$ cat src/rtl/reg_file_sb.sv
// reg_file_sb: integer register file with a per-register pending scoreboard.
//
// After reset the block walks every register once (CLEAR), loading register 2
// with SP_INIT and all others with zero, then enters READY. In READY it
// provides two combinational read ports with optional write-to-read
// forwarding. It also tracks a pending bit per register: a reserve marks the
// register as awaiting a result, and a writeback clears that mark.
//
// Ports:
//   clk          in   rising-edge clock
//   reset        in   synchronous, active-high reset (restarts CLEAR)
//   write_en     in   writeback strobe (ignored in CLEAR)
//   write_addr   in   writeback register index
//   write_value  in   writeback data
//   rsv_en       in   reserve strobe (ignored in CLEAR)
//   rsv_addr     in   register index to mark pending
//   rs1_addr     in   read port 1 index
//   rs2_addr     in   read port 2 index
//   rs1_data     out  read port 1 data (combinational)
//   rs2_data     out  read port 2 data (combinational)
//   rs1_pend     out  read port 1 operand not yet available
//   rs2_pend     out  read port 2 operand not yet available
//   ready        out  high once the clear sequence has completed

module reg_file_sb #(
  parameter int              XLEN    = 32,
  parameter int              NREG    = 32,
  parameter logic [XLEN-1:0] SP_INIT = {XLEN{1'b0}},
  parameter bit              BYPASS  = 1'b1,
  localparam int             AW      = $clog2(NREG)
) (
  input  logic            clk,
  input  logic            reset,
  input  logic            write_en,
  input  logic [AW-1:0]   write_addr,
  input  logic [XLEN-1:0] write_value,
  input  logic            rsv_en,
  input  logic [AW-1:0]   rsv_addr,
  input  logic [AW-1:0]   rs1_addr,
  input  logic [AW-1:0]   rs2_addr,
  output logic [XLEN-1:0] rs1_data,
  output logic [XLEN-1:0] rs2_data,
  output logic            rs1_pend,
  output logic            rs2_pend,
  output logic            ready
);

  typedef enum logic {
    CLEAR = 1'b0,
    READY = 1'b1
  } state_t;

  localparam logic [AW-1:0] ZERO_IDX = {AW{1'b0}};
  localparam logic [AW-1:0] SP_IDX   = AW'(2);
  localparam logic [AW-1:0] LAST_IDX = AW'(NREG - 1);

  state_t            state_r;
  state_t            state_s;
  logic [AW-1:0]     clr_idx_r;
  logic [AW-1:0]     clr_idx_s;
  logic [XLEN-1:0]   regs_r [NREG];
  logic [NREG-1:0]   pend_r;
  logic [NREG-1:0]   pend_s;

  logic              wr_en_s;
  logic [AW-1:0]     wr_addr_s;
  logic [XLEN-1:0]   wr_data_s;
  logic              user_wr_s;

  logic              hit1_s;
  logic              hit2_s;

  // A writeback from the pipeline only counts in READY and never for x0.
  always_comb begin
    user_wr_s = 1'b0;
    if ((state_r == READY) && write_en && (write_addr != ZERO_IDX)) begin
      user_wr_s = 1'b1;
    end else begin
      user_wr_s = 1'b0;
    end
  end

  // Next-state and clear-index logic.
  always_comb begin
    state_s   = state_r;
    clr_idx_s = clr_idx_r;
    case (state_r)
      CLEAR: begin
        if (clr_idx_r == LAST_IDX) begin
          state_s   = READY;
          clr_idx_s = ZERO_IDX;
        end else begin
          state_s   = CLEAR;
          clr_idx_s = clr_idx_r + AW'(1);
        end
      end
      READY: begin
        state_s   = READY;
        clr_idx_s = ZERO_IDX;
      end
      default: begin
        state_s   = CLEAR;
        clr_idx_s = ZERO_IDX;
      end
    endcase
  end

  // State and clear-index registers; reset restarts the clear walk at index 0.
  always_ff @(posedge clk) begin
    if (reset) begin
      state_r   <= CLEAR;
      clr_idx_r <= ZERO_IDX;
    end else begin
      state_r   <= state_s;
      clr_idx_r <= clr_idx_s;
    end
  end

  // Single storage write port: the clear walk in CLEAR, pipeline writeback in READY.
  always_comb begin
    wr_en_s   = 1'b0;
    wr_addr_s = ZERO_IDX;
    wr_data_s = {XLEN{1'b0}};
    if (reset) begin
      wr_en_s = 1'b0;
    end else if (state_r == CLEAR) begin
      wr_en_s   = 1'b1;
      wr_addr_s = clr_idx_r;
      wr_data_s = (clr_idx_r == SP_IDX) ? SP_INIT : {XLEN{1'b0}};
    end else begin
      wr_en_s   = user_wr_s;
      wr_addr_s = write_addr;
      wr_data_s = write_value;
    end
  end

  // Register storage; contents come only from the clear walk or writebacks.
  always_ff @(posedge clk) begin
    if (wr_en_s) begin
      regs_r[wr_addr_s] <= wr_data_s;
    end
  end

  // Scoreboard update: write clears first, then reserve sets, so reserve wins.
  always_comb begin
    pend_s = pend_r;
    if (state_r == READY) begin
      if (write_en) begin
        pend_s[write_addr] = 1'b0;
      end else begin
        pend_s = pend_s;
      end
      if (rsv_en && (rsv_addr != ZERO_IDX)) begin
        pend_s[rsv_addr] = 1'b1;
      end else begin
        pend_s = pend_s;
      end
    end else begin
      pend_s = pend_r;
    end
    pend_s[0] = 1'b0;
  end

  // Scoreboard register.
  always_ff @(posedge clk) begin
    if (reset) begin
      pend_r <= {NREG{1'b0}};
    end else begin
      pend_r <= pend_s;
    end
  end

  // Forwarding hits: a same-cycle writeback to the index being read.
  always_comb begin
    hit1_s = 1'b0;
    hit2_s = 1'b0;
    if (BYPASS && user_wr_s) begin
      hit1_s = (write_addr == rs1_addr);
      hit2_s = (write_addr == rs2_addr);
    end else begin
      hit1_s = 1'b0;
      hit2_s = 1'b0;
    end
  end

  // Read port 1: zero in CLEAR and for x0, forwarded value on a bypass hit.
  always_comb begin
    rs1_data = {XLEN{1'b0}};
    rs1_pend = 1'b0;
    if ((state_r != READY) || (rs1_addr == ZERO_IDX)) begin
      rs1_data = {XLEN{1'b0}};
      rs1_pend = 1'b0;
    end else if (hit1_s) begin
      rs1_data = write_value;
      rs1_pend = 1'b0;
    end else begin
      rs1_data = regs_r[rs1_addr];
      rs1_pend = pend_r[rs1_addr];
    end
  end

  // Read port 2: identical to port 1, fully independent.
  always_comb begin
    rs2_data = {XLEN{1'b0}};
    rs2_pend = 1'b0;
    if ((state_r != READY) || (rs2_addr == ZERO_IDX)) begin
      rs2_data = {XLEN{1'b0}};
      rs2_pend = 1'b0;
    end else if (hit2_s) begin
      rs2_data = write_value;
      rs2_pend = 1'b0;
    end else begin
      rs2_data = regs_r[rs2_addr];
      rs2_pend = pend_r[rs2_addr];
    end
  end

  // Ready is a direct decode of the state register.
  always_comb begin
    ready = 1'b0;
    if (state_r == READY) begin
      ready = 1'b1;
    end else begin
      ready = 1'b0;
    end
  end

  reg_file_sb_chk #(
    .XLEN (XLEN),
    .AW   (AW)
  ) u_chk (
    .clk      (clk),
    .reset    (reset),
    .ready    (ready),
    .rs1_addr (rs1_addr),
    .rs2_addr (rs2_addr),
    .rs1_data (rs1_data),
    .rs2_data (rs2_data),
    .rs1_pend (rs1_pend),
    .rs2_pend (rs2_pend),
    .pend0    (pend_r[0])
  );

endmodule

// reg_file_sb_chk: invariants of the register file sampled on each rising edge.
//
// Ports: clk, reset, ready, rs1/rs2 address, data and pend (observed), and
// pend0 (scoreboard bit of x0). All inputs.
module reg_file_sb_chk #(
  parameter int XLEN = 32,
  parameter int AW   = 5
) (
  input logic            clk,
  input logic            reset,
  input logic            ready,
  input logic [AW-1:0]   rs1_addr,
  input logic [AW-1:0]   rs2_addr,
  input logic [XLEN-1:0] rs1_data,
  input logic [XLEN-1:0] rs2_data,
  input logic            rs1_pend,
  input logic            rs2_pend,
  input logic            pend0
);

  // Outputs stay quiet during clear, x0 always reads as 0, x0 is never pending.
  always_ff @(posedge clk) begin
    if (!reset) begin
      assert (ready || ((rs1_data == {XLEN{1'b0}}) && (rs2_data == {XLEN{1'b0}})
                        && !rs1_pend && !rs2_pend));
      assert ((rs1_addr != {AW{1'b0}}) || ((rs1_data == {XLEN{1'b0}}) && !rs1_pend));
      assert ((rs2_addr != {AW{1'b0}}) || ((rs2_data == {XLEN{1'b0}}) && !rs2_pend));
      assert (!pend0);
    end
  end

endmodule

$ cat config.mk
export PLATFORM = sky130hd
export DESIGN_NAME = reg_file_sb
export DESIGN_NICKNAME = d
export VERILOG_FILES = /design/src/rtl/reg_file_sb.sv
export SDC_FILE = /design/constraint.sdc
export NUM_CORES = 1
export LEC_CHECK = 0
export CAP_MARGIN = 20
export CORE_AREA = 5 5 275 344
export DETAILED_ROUTE_END_ITERATION = 8
export DIE_AREA = 0 0 280 349
export PLACE_DENSITY = 0.75
export SKIP_LAST_GASP = 1
export SLEW_MARGIN = 20
export SYNTH_ARGS = -nofsm -noshare
export SYNTH_HDL_FRONTEND = slang
export SYNTH_SLANG_ARGS = --single-unit
$ cat constraint.sdc
create_clock -name clk -period 3.7 [get_ports clk]
set_input_delay 0.74 -clock clk [delete_from_list [all_inputs] [get_ports clk]]
set_output_delay 0.74 -clock clk [all_outputs]
set_load 0.02 [all_outputs]
==> results_dict.tcl <==
set metrics [dict create \
    outcome "finished, violations left" \
    violations "setup timing" \
    ff2ff_path_depth 7 \
    critical-path-max-stage-delay_ps 560 \
    yosysTopAreaCellShare 0.6116 \
    htree_levels 3 \
    postRouteAntennaNets 0 \
    min_to "pend_r[28]" \
    drt_iter0_markers 5144 \
    fin_worst_skew_ps 28.27 \
    holdWs_ps 489.7 \
    critPathArrivalTime_ps 2980 \
    end_kind "primary output" \
    routed_via_density 7.472 \
    cts_buffers 101 \
    fin_crit_ps 3720 \
    critPathKind "in -> out" \
    mappedNetlistNets 2812 \
    async_reset_ff_frac 0 \
    design_area_um2 60500 \
    final_cell_mix "edfxtp_1 (1024), mux4_2 (487), buf_4 (344)" \
    die_area_um2 97720 \
    path_delay_family "buffers and inverters" \
    globalRoute.totalOverflow 0 \
    dr_total_vias 33580 \
    rsz0062_at_grt "true" \
    clock-sinks 1061 \
    pin_count 123 \
    hp-class "reg -> reg" \
    worstSetupStartpoint "rs1_addr[0]" \
    grt_util_met1 0.4220 \
    gp_congestion 0.9271 \
    syn_to_final_growth_pct 20.34 \
    grt_max_degree 51 \
    required_ps 2960 \
    fp-row-count 124 \
    r2r-start "state_r" \
    drt-total-wl_um 168300 \
    max_freq_mhz 268.8 \
    synth_edf_count 1024 \
    synth_top_cell_by_area "edfxtp_1" \
    ys_seq_area_frac 0.6263 \
    grt_pass1_wl_um 238400 \
    layout_commonest_cell "edfxtp_1" \
    grtUsageMet2 0.5258 \
    hold_violations 0 \
    start_util 0.5530 \
    worstSkewPairLatency_ps 700 \
    cts.clk_slew.worst_paths_ps 60 \
    synth.area.top_cells "edfxtp_1 (61%), mux4_2 (22%), mux2i_1 (2.6%)" \
    worst_slew_pin_slew_ps 1009 \
    ys_warn_count 0 \
    grt_use_met3 0.08358 \
    cts_buffer_depth 3 \
    die_height_um 349 \
    synth_flop_cell "edfxtp_1" \
    dpl_cell_area_um2 56420 \
    synth.avg_cell_area_um2 18.26 \
    p_per_area_nw_per_um2 430.3 \
    drc_errors 0 \
    slew_viol_final 0 \
    start_kind "primary input" \
    ir_drop_uv 347.6 \
    track_usage 0.3383 \
    cap_violations 0 \
    setup_viol 3 \
    finalNetCount 3266 \
    wl_per_cell_um 37.45 \
    netlist_area_um2 50280 \
    syn_inst 2754 \
    antenna_found_initial 5 \
    die_w_um 280 \
    critPathMaxFanout 12 \
    power.leakage_nw 21.03 \
    worst_slack_ps -20.15 \
    min_path_cells 2 \
    relSlewSlack 0.3263 \
    io_buffers 122 \
    min_from "pend_r[28]" \
    ys_ff_latch 1061 \
    grt_pass1_vias 34060 \
    fp.coreArea_um2 90920 \
    crit_slowest_cell "mux4_2" \
    cts_root_buf "clkbuf_16" \
    dp_hpwl_um 108200 \
    cts_tree "built" \
    busiest_layer "met2" \
    dr.pass1.iters 8 \
    ys_types 60 \
    worst-path-stages 9 \
    cts_hold_buffers 0 \
    path_cells "buf_16, buf_12, buf_12, buf_4, mux4_2, a22oi_2, nand3_2, a22o_4, buf_4" \
    critPathBufInv 5 \
    fin_crit_sh 1.005 \
    regToRegSetupSlack_ps 850 \
    layout-drive-gt1-share 0.3888 \
    reg2reg_to "regs_r[2][22]" \
]
[worst reg2reg max path, stage by stage (launching register included)]
cell     delay [ps]
dfxtp_2         430
buf_4           420
inv_1           420
nand3_1         180
a21o_1          610
buf_4           250
nor2_4           50
buf_12          220
[cells by family (layout without fill, tap and decap cells)]
| logic type | Yosys count | after routing | synth area share |
|---|---|---|---|
| and+or+nand+nor | 403 | 403 | 0.03812 |
| adders and majority gates | 2 | 2 | 0.0004976 |
| buffers and inverters | 239 | 777 | 0.02558 |
| AOI/OAI and AO/OA | 384 | 384 | 0.05532 |
| other | 0 | 5 | 0 |
| muxes | 653 | 653 | 0.2521 |
| xor gates and xnor gates | 12 | 12 | 0.002091 |
| DFF | 1061 | 1061 | 0.6263 |
[power breakdown]
| group | internal, mW | leakage (nW) | switching (mW) |
|---|---|---|---|
| logic | 1.07 | 8.98 | 1.21 |
| registers | 13.0 | 10.4 | 0.0323 |
| clock network | 6.07 | 1.63 | 4.61 |
| total | 20.2 | 21.0 | 5.85 |
[repair_timing]
item | CTS | global route
gates cloned | 5 | 2
pin swaps | 7 | 8
buffers inserted | 11 | 14
endpoints found under the setup margin | 66 | 61
gates resized for setup | 131 | 114
[sequential cells by signal (all words and copies together) (netlist names)]
name       flops
regs_r      1024
clr_idx_r      5
pend_r        31
state_r        1
[metrics by stage]
stage | cells | power (mW) | utilization | setup slack (ps) | TNS, ps
after floorplan | 2754 | 14.53 | - | 150.7 | 0
after global placement | 4271 | 15.40 | 0.6206 | -564.3 | -27350
after detailed placement | 4271 | 15.44 | 0.6206 | -591.3 | -28700
after CTS | 4474 | 25.97 | 0.6628 | -51.22 | -211.5
after global routing | 4489 | 26.63 | 0.6654 | -65.79 | -66.48
final | 4494 | 26.03 | 0.6655 | -20.15 | -28.60
[worst max path at each step]
| stage | end | slack [ps] |
|---|---|---|
| after floorplan | regs_r[2][0] | 150 |
| after global placement | rs1_data[28] | -560 |
| after detailed placement | rs1_data[15] | -590 |
| after CTS | rs2_data[7] | -50 |
| after global routing | rs1_data[22] | -70 |
| final | rs1_data[7] | -20 |
[cell type report]
class | instances | area [um2]
Antenna cell | 5 | 12.51
Clock buffer | 114 | 2576
Clock inverter | 73 | 805.8
Fill cell | 5836 | 30410
Inverter | 6 | 22.52
Multi-Input combinational cell | 1454 | 18050
Sequential cell | 1061 | 31490
Tap cell | 1197 | 1498
Timing Repair Buffer | 584 | 6043
[per-layer routing]
layer / vias up / wire (um) / part of all wire
met4: 2 / 13750 / 0.082
met2: 3071 / 78990 / 0.47
met5: - / 18 / 0.00011
met3: 753 / 21770 / 0.13
li1: 12680 / - / -
met1: 17080 / 53790 / 0.32
[synth_stat cells (all sizes together) (8+ instances only)]
cell,n
nand3,38
dfxtp,37
o22ai,75
nor2,110
o21ai,62
o221ai,15
mux2i,130
mux2,36
o311ai,12
a32o,42
mux4,487
a22oi,54
a22o,17
a21oi,41
nor3,8
xor2,9
a221oi,10
nand2b,21
a2111oi,13
and2,43
o41ai,8
clkbuf,76
nand2,126
buf,157
edfxtp,1024
nor2b,17
Power figures use the tool's default switching activity.
